===== config.mk =====
export PLATFORM = sky130hd
export DESIGN_NAME = sha256_msg_padder
export DESIGN_NICKNAME = d
export VERILOG_FILES = /design/src/rtl/sha256_pkg.sv /design/src/rtl/sha256_pad_block.sv /design/src/rtl/sha256_msg_padder.sv
export SDC_FILE = /design/constraint.sdc
export NUM_CORES = 2
export LEC_CHECK = 0
export CAP_MARGIN = 20
export CELL_PAD_IN_SITES_DETAIL_PLACEMENT = 1
export CELL_PAD_IN_SITES_GLOBAL_PLACEMENT = 2
export CORE_AREA = 2 2 507 509
export CTS_CLUSTER_DIAMETER = 100
export DETAILED_ROUTE_END_ITERATION = 6
export DIE_AREA = 0 0 509 511
export PLACE_DENSITY = 0.61
export SYNTH_ARGS = -nofsm -noshare
export SYNTH_HDL_FRONTEND = slang
export SYNTH_SLANG_ARGS = --single-unit

===== constraint.sdc =====
create_clock -name clk -period 3.6 [get_ports clk]
set_input_delay 0.72 -clock clk [delete_from_list [all_inputs] [get_ports clk]]
set_output_delay 0.72 -clock clk [all_outputs]
set_load 0.1 [all_outputs]

===== src/rtl/sha256_pkg.sv =====
// Shared types and constants for the SHA-256 message padder front end.
package sha256_pkg;

  localparam logic [255:0] SHA256_IV =
    256'h6a09e667_bb67ae85_3c6ef372_a54ff53a_510e527f_9b05688c_1f83d9ab_5be0cd19;

  localparam int BLOCK_BYTES     = 64;
  localparam int LEN_FIELD_BYTES = 8;

  typedef enum logic [2:0] {
    S_FILL,
    S_LOAD,
    S_WAIT,
    S_EXTRA,
    S_DONE
  } padder_state_t;

endpackage


===== src/rtl/sha256_pad_block.sv =====
// Combinational formatter: turns a partially filled buffer of k bytes into the
// padded final block and, when the length field does not fit, the extra block.
module sha256_pad_block
  import sha256_pkg::*;
(
  input  logic [511:0] data_buf,
  input  logic [6:0]   k,
  input  logic [63:0]  len_bits,
  output logic [511:0] first_blk,
  output logic [511:0] extra_blk,
  output logic         need_extra
);

  // Largest byte count that still leaves room for 0x80 plus the length field.
  localparam int MAX_SINGLE = BLOCK_BYTES - LEN_FIELD_BYTES - 1;

  always_comb begin
    first_blk = '0;
    for (int i = 0; i < BLOCK_BYTES; i++) begin
      if (7'(i) < k) begin
        first_blk[8*(63-i) +: 8] = data_buf[8*(63-i) +: 8];
      end else if (7'(i) == k) begin
        first_blk[8*(63-i) +: 8] = 8'h80;
      end
    end

    need_extra = (k > 7'(MAX_SINGLE));
    if (!need_extra) begin
      first_blk[63:0] = len_bits;
    end

    // A full 64-byte tail leaves no room for the terminator, so it opens the extra block.
    extra_blk = {(k == 7'(BLOCK_BYTES)) ? 8'h80 : 8'h00, 440'd0, len_bits};
  end

endmodule


===== src/rtl/sha256_msg_padder.sv =====
// Byte-stream to 512-bit block packer feeding hash_engine; applies SHA-256
// padding, chains hash_out between blocks and presents the final digest.
//
// state   | meaning
// S_FILL  | accepting bytes into the block buffer
// S_LOAD  | one-cycle load pulse to the engine
// S_WAIT  | engine busy; done ignored in the first cycle
// S_EXTRA | move the stored extra (length) block into the buffer
// S_DONE  | digest presented until digest_ready
module sha256_msg_padder
  import sha256_pkg::*;
#(
  parameter logic [255:0] IV = SHA256_IV
) (
  input  logic         clk,
  input  logic         n_rst,
  input  logic [7:0]   in_data,
  input  logic         in_valid,
  input  logic         in_last,
  output logic         in_ready,
  output logic         load,
  output logic [511:0] message_block,
  output logic [255:0] prev_hash,
  output logic         clear_hash,
  input  logic [255:0] hash_out,
  input  logic         local_hash_done,
  output logic [255:0] digest,
  output logic         digest_valid,
  input  logic         digest_ready
);

  padder_state_t state, state_nxt;

  logic [5:0]   byte_cnt;
  logic [60:0]  msg_len;
  logic [511:0] blk_q;
  logic [511:0] extra_q;
  logic         need_extra_q;
  logic         is_final;
  logic         wait_armed;
  logic [255:0] prev_q;

  logic         accept;
  logic         hash_seen;
  logic [511:0] buf_merged;
  logic [6:0]   k;
  logic [63:0]  len_bits;
  logic [511:0] pad_first;
  logic [511:0] pad_extra;
  logic         pad_need;

  assign accept    = (state == S_FILL) && in_valid;
  assign hash_seen = (state == S_WAIT) && wait_armed && local_hash_done;
  assign k         = {1'b0, byte_cnt} + 7'd1;
  assign len_bits  = {msg_len + 61'd1, 3'b000};

  // Byte n of the block sits at bits [511-8n -: 8]; ~byte_cnt equals 63-byte_cnt.
  always_comb begin
    buf_merged = blk_q;
    buf_merged[{~byte_cnt, 3'b000} +: 8] = in_data;
  end

  sha256_pad_block u_pad (
    .data_buf   (buf_merged),
    .k          (k),
    .len_bits   (len_bits),
    .first_blk  (pad_first),
    .extra_blk  (pad_extra),
    .need_extra (pad_need)
  );

  always_ff @(posedge clk or negedge n_rst) begin
    if (!n_rst) begin
      state <= S_FILL;
    end else begin
      state <= state_nxt;
    end
  end

  always_comb begin
    state_nxt    = state;
    in_ready     = 1'b0;
    load         = 1'b0;
    clear_hash   = 1'b0;
    digest_valid = 1'b0;
    case (state)
      S_FILL: begin
        in_ready = 1'b1;
        if (in_valid && (in_last || byte_cnt == 6'd63)) begin
          state_nxt = S_LOAD;
        end
      end
      S_LOAD: begin
        load      = 1'b1;
        state_nxt = S_WAIT;
      end
      S_WAIT: begin
        if (wait_armed && local_hash_done) begin
          if (need_extra_q)  state_nxt = S_EXTRA;
          else if (is_final) state_nxt = S_DONE;
          else               state_nxt = S_FILL;
        end
      end
      S_EXTRA: begin
        state_nxt = S_LOAD;
      end
      S_DONE: begin
        digest_valid = 1'b1;
        if (digest_ready) begin
          clear_hash = 1'b1;
          state_nxt  = S_FILL;
        end
      end
      default: state_nxt = S_FILL;
    endcase
  end

  always_ff @(posedge clk or negedge n_rst) begin
    if (!n_rst) begin
      byte_cnt     <= '0;
      msg_len      <= '0;
      blk_q        <= '0;
      extra_q      <= '0;
      need_extra_q <= 1'b0;
      is_final     <= 1'b0;
      wait_armed   <= 1'b0;
      prev_q       <= IV;
    end else begin
      // Low on entry to S_WAIT, high from its second cycle on.
      wait_armed <= (state == S_WAIT);

      if (accept) begin
        byte_cnt <= byte_cnt + 6'd1;
        msg_len  <= msg_len + 61'd1;
        if (in_last) begin
          blk_q        <= pad_first;
          extra_q      <= pad_extra;
          need_extra_q <= pad_need;
          is_final     <= !pad_need;
        end else begin
          blk_q <= buf_merged;
          if (byte_cnt == 6'd63) begin
            need_extra_q <= 1'b0;
            is_final     <= 1'b0;
          end
        end
      end

      if (hash_seen) begin
        prev_q <= hash_out;
        if (!need_extra_q && !is_final) begin
          byte_cnt <= '0;
        end
      end

      if (state == S_EXTRA) begin
        blk_q        <= extra_q;
        need_extra_q <= 1'b0;
        is_final     <= 1'b1;
      end

      if (state == S_DONE && digest_ready) begin
        prev_q   <= IV;
        msg_len  <= '0;
        byte_cnt <= '0;
        is_final <= 1'b0;
      end
    end
  end

  assign message_block = blk_q;
  assign prev_hash     = prev_q;
  assign digest        = prev_q;

endmodule


---- After elaboration in Yosys (flattened, before gate mapping) ----
Index checks and enable logic that the tools add are counted.
cells by class
  add/subtract/negate cells ............... 4
  magnitude comparators ................... 65
  equality and inequality tests ........... 72
  shifts and indexed selects .............. 2
  multiplexer cells ....................... 161
  bitwise logic cells ..................... 1
  reductions and logical operators ........ 23
operators by type and width
  kind                      count
  $mux 512                  3
  $mux 8                    129
  $bwmux 512                1
  $mux 256                  2
  $shift 8x11->512 const A  1
  $shiftx 8x11->512         1
  $eq 6x7->1 const A        32
  $lt 6x7->1 const A        32
  $mux 61                   2
  $eq 5x7->1 const A        16
  $lt 5x7->1 const A        16
  $mux 64                   1
  $add 61x1->61 const B     1
  $eq 4x7->1 const A        8
  $lt 4x7->1 const A        8
  $eq 3x7->1 const A        4
  $lt 3x7->1 const A        4
  $mux 6                    4
  $mux 3                    5
  $pmux 3 s5                1
  $eq 2x7->1 const A        2
  $lt 1x7->1 const A        2
  $lt 2x7->1 const A        2
  $mux 1                    13
  23 further kinds          38
storage, ports and cells
  flip-flop bits (word level) ............. 910
  input bits .............................. 270
  output and inout bits ................... 1028
  logic and storage cells ................. 337

---- Longest topological paths before layout ----
  depth after elaboration ................. 9
  gate-level depth with buffers ........... 13
  depth with buffers taken out ............ 9

---- Modules after synthesis ----
A second synthesis with hierarchy kept.
unflattened totals
  cell total of the unflattened synthesis .. 8287
  area, all modules ....................... 75826.5 µm²
by module, submodules not included
  module             instances  cells each  area each (µm²)  sequential area each (µm²)
  sha256_msg_padder  1          7024        67110.6          34027.6
  sha256_pad_block   1          1263        8715.9           0.0

---- Least setup slack after synthesis ----
Ideal clock, no wire load.
  path type ............................... flip-flop to flip-flop
  from .................................... register state[1]
  to ...................................... register state[1]
  setup time .............................. 0.120 ns
  data arrival time ....................... 3.345 ns
  required time ........................... 3.480 ns
  setup slack ............................. 0.134 ns
  stages on the path, launching flop included .. 6
  path buffers ............................ 1
  clock period less this slack ............ 3.466 ns
  path through ............................ dfrtp_1 -> buf_2 -> nor3_1 -> a221o_1 -> o21bai_1 -> a21o_1
between the ends
  longest elaborated chain between the ends .. 3
  elaborated cells between the ends (all ways) .. 10
  those cells by class .................... eq/ne (7); mux (1); reduce/logical (2)
ends and longest elaborated chain
  element                                                           line                     text
  from (decl)                                                       sha256_msg_padder.sv:32  padder_state_t state, state_nxt;
  from (signal assigned)                                            sha256_msg_padder.sv:76  state <= state_nxt;
  $eq 3x2->1 (tied with other cells)                                sha256_msg_padder.sv:86  case (state)
  $ne 2x1->1 (no source line) / $ne 2x2->1 (equally long branches)  n/a
  $reduce_and 3->1 (no source line)                                 n/a
Parallel ways exist; a longest one is shown, timed or not.
A chain may end at the register's enable or synchronous reset.

---- Final worst setup path ----
  from .................................... register byte_cnt[1]
  to ...................................... register blk_q[255] (netlist: message_block[255])
between the ends
  longest elaborated chain between the ends .. 8
  elaborated cells between the ends (all ways) .. 13
  those cells by class .................... add/sub (2); order compare (1); eq/ne (1); shift (2); mux (6); bitwise (1)
ends and longest elaborated chain
  element                                                       line                      text
  from (decl)                                                   sha256_msg_padder.sv:34   logic [5:0] byte_cnt;
  from (signal assigned)                                        sha256_msg_padder.sv:133  byte_cnt <= byte_cnt + 6'd1;
  $not 6->6                                                     sha256_msg_padder.sv:60   buf_merged[{~byte_cnt, 3'b000} +: 8] = in_data;
  $neg 9->11                                                    sha256_msg_padder.sv:60
  $shiftx 8x11->512 / $shift 8x11->512 (equally long branches)  sha256_msg_padder.sv:60
  $bwmux 512                                                    sha256_msg_padder.sv:60
  $mux 8                                                        sha256_pad_block.sv:20    if (7'(i) < k) begin
  $mux 512 (*)                                                  sha256_msg_padder.sv:135  if (in_last) begin
  $mux 512 (*)                                                  sha256_msg_padder.sv:132  if (accept) begin
  $mux 512 (*)                                                  sha256_msg_padder.sv:156  if (state == S_EXTRA) begin
  to (signal assigned)                                          sha256_msg_padder.sv:136  blk_q <= pad_first;
  to (signal assigned)                                          sha256_msg_padder.sv:141  blk_q <= buf_merged;
  to (signal assigned)                                          sha256_msg_padder.sv:157  blk_q <= extra_q;
  to (decl)                                                     sha256_msg_padder.sv:36   logic [511:0] blk_q;
Mark *: on every way between the ends. The rest lies on a longest branch, timed or not. The select of a mux whose other input is x is not followed.

==> summary by stage <==
Power and ir drop
The power density over cell area is 1216 nW/um^2. The total power consumption of the routed design is 75.84 mW. The cell leakage power is 27.52 nW. The worst vdd rail ir drop is 0.0009347 V.

Yosys
Synthesis produced a netlist with a net count of 4,653. For this run, asynchronously set or reset flops after synthesis account for 1.000. The sequential area share after synthesis is 0.5264.

The most common cell in the synthesized netlist is sky130_fd_sc_hd__dfrtp_1. The distinct cell type count after synthesis is 111. Synthesis produced a netlist whose cell count is 4,377. By count the netlist is led by 767 x sky130_fd_sc_hd__dfrtp_1, 591 x sky130_fd_sc_hd__nand2_1, 403 x sky130_fd_sc_hd__a21oi_1. In this run the cell area of the synthesized design comes to 43,250 um^2.

The post-synthesis sequential element count is 903. The fraction of post-synthesis cell area in the top cell type by area is 0.4438. In the synthesized netlist the dominant register cell turns out to be sky130_fd_sc_hd__dfrtp_1. The cell taking the most area after synthesis is sky130_fd_sc_hd__dfrtp_1. Ranked by total cell area, the synthesized netlist is headed by sky130_fd_sc_hd__dfrtp_1 44%, sky130_fd_sc_hd__dfstp_2 8.3%, sky130_fd_sc_hd__nand2_1 5.1%, sky130_fd_sc_hd__buf_4 4.7%, sky130_fd_sc_hd__a21oi_1 4.7%. The number of flops mapped to enable cells by yosys is 0.

For this run, the number of Yosys warnings is 0. A synthesized cell averages 9.880 um^2.

Detailed routing
The routed design has 309,300 um of wire. The total iterations of the first detailed-routing run is 7. Using the TritonRoute via totals, the vias-per-cell ratio works out to 4.600.

The detail route stage leaves a number of antenna-violating nets equal to 0. For this block, the via count after detailed routing is 42,010. In this run, the number of DRC markers left after iteration 0 of detailed routing was 3,341.

The residual DRC count is 7. The post-detailed-route wirelength per cell is 33.87 um.

Die
The floorplan step defined a core boundary enclosing 255,300 um^2. The die height is 511 um. The die covers 260,100 um^2.

The die span in x is 509 um. For this configuration, the core starts out at a cell density of 0.1694. The floorplan has 186 rows. The boundary pin count is 1,298.

Layout
The growth of design area from synthesis to finish is 44.23%. The proportion of layout cells with a drive suffix above 1 is 0.3200. The number of nets in the finished design is 5,919.

CTS
No sink is reached through more buffers than the 3 on the longest clock path. After clock tree synthesis, the clock-pin slew on the worst setup and hold paths is 0.06 ns. The number of clock sinks is 903. The worst-skew pair later-pin latency is 0.80 ns. TritonCTS built the clock tree. The total CTS buffers is 117.

The clock tree root driver cell is sky130_fd_sc_hd__clkbuf_16. The H-tree level count is 3.

Worst setup path
The maximum fanout along the worst path is 15. The required time of the worst setup path is 4.25 ns. For flop-to-flop paths, the worst setup slack is 0.06 ns. The path type of the worst setup path is register to register. The worst-case reg-to-reg path depth is 9.

In this run the critical register-to-register path is launched from byte_cnt[1]$_DFF_PN0_. The type of element launching the critical path is a register. At the worst endpoint, the arrival time is 4.19 ns. The worst setup path is captured at a register. The endpoint of the lowest-slack register-to-register path is message_block[255]$_DFFE_PN0P_.

Timing
The summed negative setup slack over all endpoints is 0 ns. The number of endpoints failing setup at the final stage is 0. The post-route fraction of the period consumed by the critical path is 0.9836. The number of pins exceeding their max-slew limit in the final report is 0. The clock period could shrink to 3.541 ns. The worst slew margin relative to its limit is 0.2627. The transition time of the tightest slew-check pin is 1.102 ns. Setup repair after global routing left no endpoint under its margin. Static timing analysis puts the maximum clock frequency at 282.4 MHz. Between clock sinks in the finished design, the worst skew comes to 0.04834 ns. The count of final hold-check violations is 0.

Global route
For this run, the total global-route usage over all layers was measured as 0.2300. The leftover overflow at the end of global routing is 0. The global-route wire length before repair is 410,400 um. The via count of the first global-routing pass was 43,480. Entering global routing, the biggest net connects 161 pins. The initial antenna violation count is 21.

Min path
The worst min-delay path startpoint is msg_len[56]$_DFFE_PN0P_. For hold timing, the worst endpoint is msg_len[56]$_DFFE_PN0P_. The worst hold path belongs to the class register to register. The cell count of the worst hold path is 2.

Run
Across the run, the number of max-cap violations was 0.

Status
The flow ran to the end, but the final reports show violations. The checks that failed: design-rule violations.

Placed design
The half-perimeter wire length after placement is 245,200 um. Routability-driven placement finished with a final weighted congestion of 0.9375. The count of input and output buffers is 1,297.
==> worst max-delay path, cell delays in order (launching register included) <==
cell                       delay (ns)
sky130_fd_sc_hd__dfrtp_1         0.41
sky130_fd_sc_hd__ha_1            0.45
sky130_fd_sc_hd__buf_4           0.28
sky130_fd_sc_hd__xnor2_4         0.43
sky130_fd_sc_hd__nand2_1         0.28
sky130_fd_sc_hd__nor2_1          0.40
sky130_fd_sc_hd__o21ai_0         0.42
sky130_fd_sc_hd__buf_4           0.29
sky130_fd_sc_hd__o21bai_1        0.16
sky130_fd_sc_hd__a32o_1          0.26
==> placed cells by master, fill, tap and decap left out, types with 19 or more instances in the layout <==
cell	count
sky130_fd_sc_hd__xor2_1	27
sky130_fd_sc_hd__dfrtp_1	767
sky130_fd_sc_hd__and2_1	22
sky130_fd_sc_hd__inv_1	19
sky130_fd_sc_hd__nand3_1	189
sky130_fd_sc_hd__clkinv_2	19
sky130_fd_sc_hd__o22a_1	140
sky130_fd_sc_hd__a21oi_1	401
sky130_fd_sc_hd__nand2_1	588
sky130_fd_sc_hd__a31oi_1	23
sky130_fd_sc_hd__buf_4	1331
sky130_fd_sc_hd__o221ai_1	20
sky130_fd_sc_hd__o21ai_1	39
sky130_fd_sc_hd__a22o_1	158
sky130_fd_sc_hd__o21ai_0	295
sky130_fd_sc_hd__a22oi_1	22
sky130_fd_sc_hd__dfstp_2	136
sky130_fd_sc_hd__clkbuf_8	28
sky130_fd_sc_hd__and3_1	26
sky130_fd_sc_hd__nand4_1	37
sky130_fd_sc_hd__clkbuf_1	30
sky130_fd_sc_hd__o31ai_1	40
sky130_fd_sc_hd__mux2i_1	64
sky130_fd_sc_hd__a32o_1	43
sky130_fd_sc_hd__nor3_1	76
sky130_fd_sc_hd__buf_12	37
sky130_fd_sc_hd__nor2_1	300
sky130_fd_sc_hd__xnor2_1	36
sky130_fd_sc_hd__clkbuf_16	122
sky130_fd_sc_hd__clkdlybuf4s50_1	326
==> stage by stage <==
stage / hold slack [ns] / cell area [um^2] / setup slack [ns] / util / std cells
4_1_cts: 0.4348 / 62350 / 0.02621 / 0.2442 / 9130
2_1_floorplan: 0.4244 / 43250 / 0.1345 / - / 4377
5_1_grt: 0.4987 / 62370 / 0.04018 / 0.2443 / 9132
6_report: 0.4741 / 62380 / 0.05897 / 0.2443 / 9133
3_3_place_gp: 0.4513 / 58310 / 0.03843 / 0.2284 / 8906
3_5_place_dp: 0.4623 / 58310 / 0.006838 / 0.2284 / 8906
==> area by class of cell <==
type	count	area (um^2)
Sequential cell	903	22770
Timing Repair Buffer	1704	14060
Clock buffer	180	3551
Multi-Input combinational cell	2894	17190
Fill cell	29200	192900
Clock inverter	42	473.0
Tap cell	3384	4234
Antenna cell	3	7.507
Inverter	23	88.84
==> what timing repair did <==
| action | CTS | global route |
|---|---|---|
| resized for setup | 1 | 5 |
| setup buffers | 1 | 0 |
| hold buffers | 1 | 0 |
| endpoints found under the setup margin | 1 | 16 |
| endpoints found under the hold margin | 4 | 0 |
==> sequential cells by signal (all words and copies together) (netlist names) <==
name,count
message_block,512
is_final,1
state,3
byte_cnt,6
msg_len,61
need_extra_q,1
extra_q,62
digest,256
wait_armed,1
==> logic make-up after synthesis <==
group	after synthesis	synth area share
AOI/OAI and AO/OA	1364	0.2126
xor gates and xnor gates	68	0.01525
muxes	74	0.01742
buffers and inverters	580	0.07867
adders and majority gates	6	0.001736
and+or+nand+nor	1382	0.1479
DFF	903	0.5264
==> how the worst max path moves through the flow <==
stage | startpoint | endpoint | slack, ns | depth (start not counted)
3_3_place_gp | in_valid | message_block[108]$_DFFE_PN0P_ | 0.04 | 8
5_1_grt | byte_cnt[1]$_DFF_PN0_ | message_block[251]$_DFFE_PN0P_ | 0.04 | 10
2_1_floorplan | state[1]$_DFFE_PN0P_ | state[1]$_DFFE_PN0P_ | 0.13 | 5
3_5_place_dp | in_valid | message_block[108]$_DFFE_PN0P_ | 0.007 | 8
4_1_cts | state[2]$_DFFE_PN0P_ | clear_hash | 0.03 | 6
6_report | byte_cnt[1]$_DFF_PN0_ | message_block[255]$_DFFE_PN0P_ | 0.06 | 9
==> metal layers <==
layer | global-route usage | up-vias | wire, um
met1 | 0.2732 | 21960 | 122400
li1 | - | 18090 | -
met4 | 0.1113 | 2 | 16740
met3 | 0.06767 | 353 | 25440
met5 | 0 | - | 11
met2 | 0.3773 | 1611 | 144700
==> report_power, final <==
part / internal [mW] / total, mW / switching, mW / leakage [nW]
clock: 7.23 / 12.4 / 5.20 / 1.98
sequential: 12.8 / 15.1 / 2.28 / 11.9
combinational: 8.94 / 48.3 / 39.4 / 13.6
(Power assumes the default switching activity.)
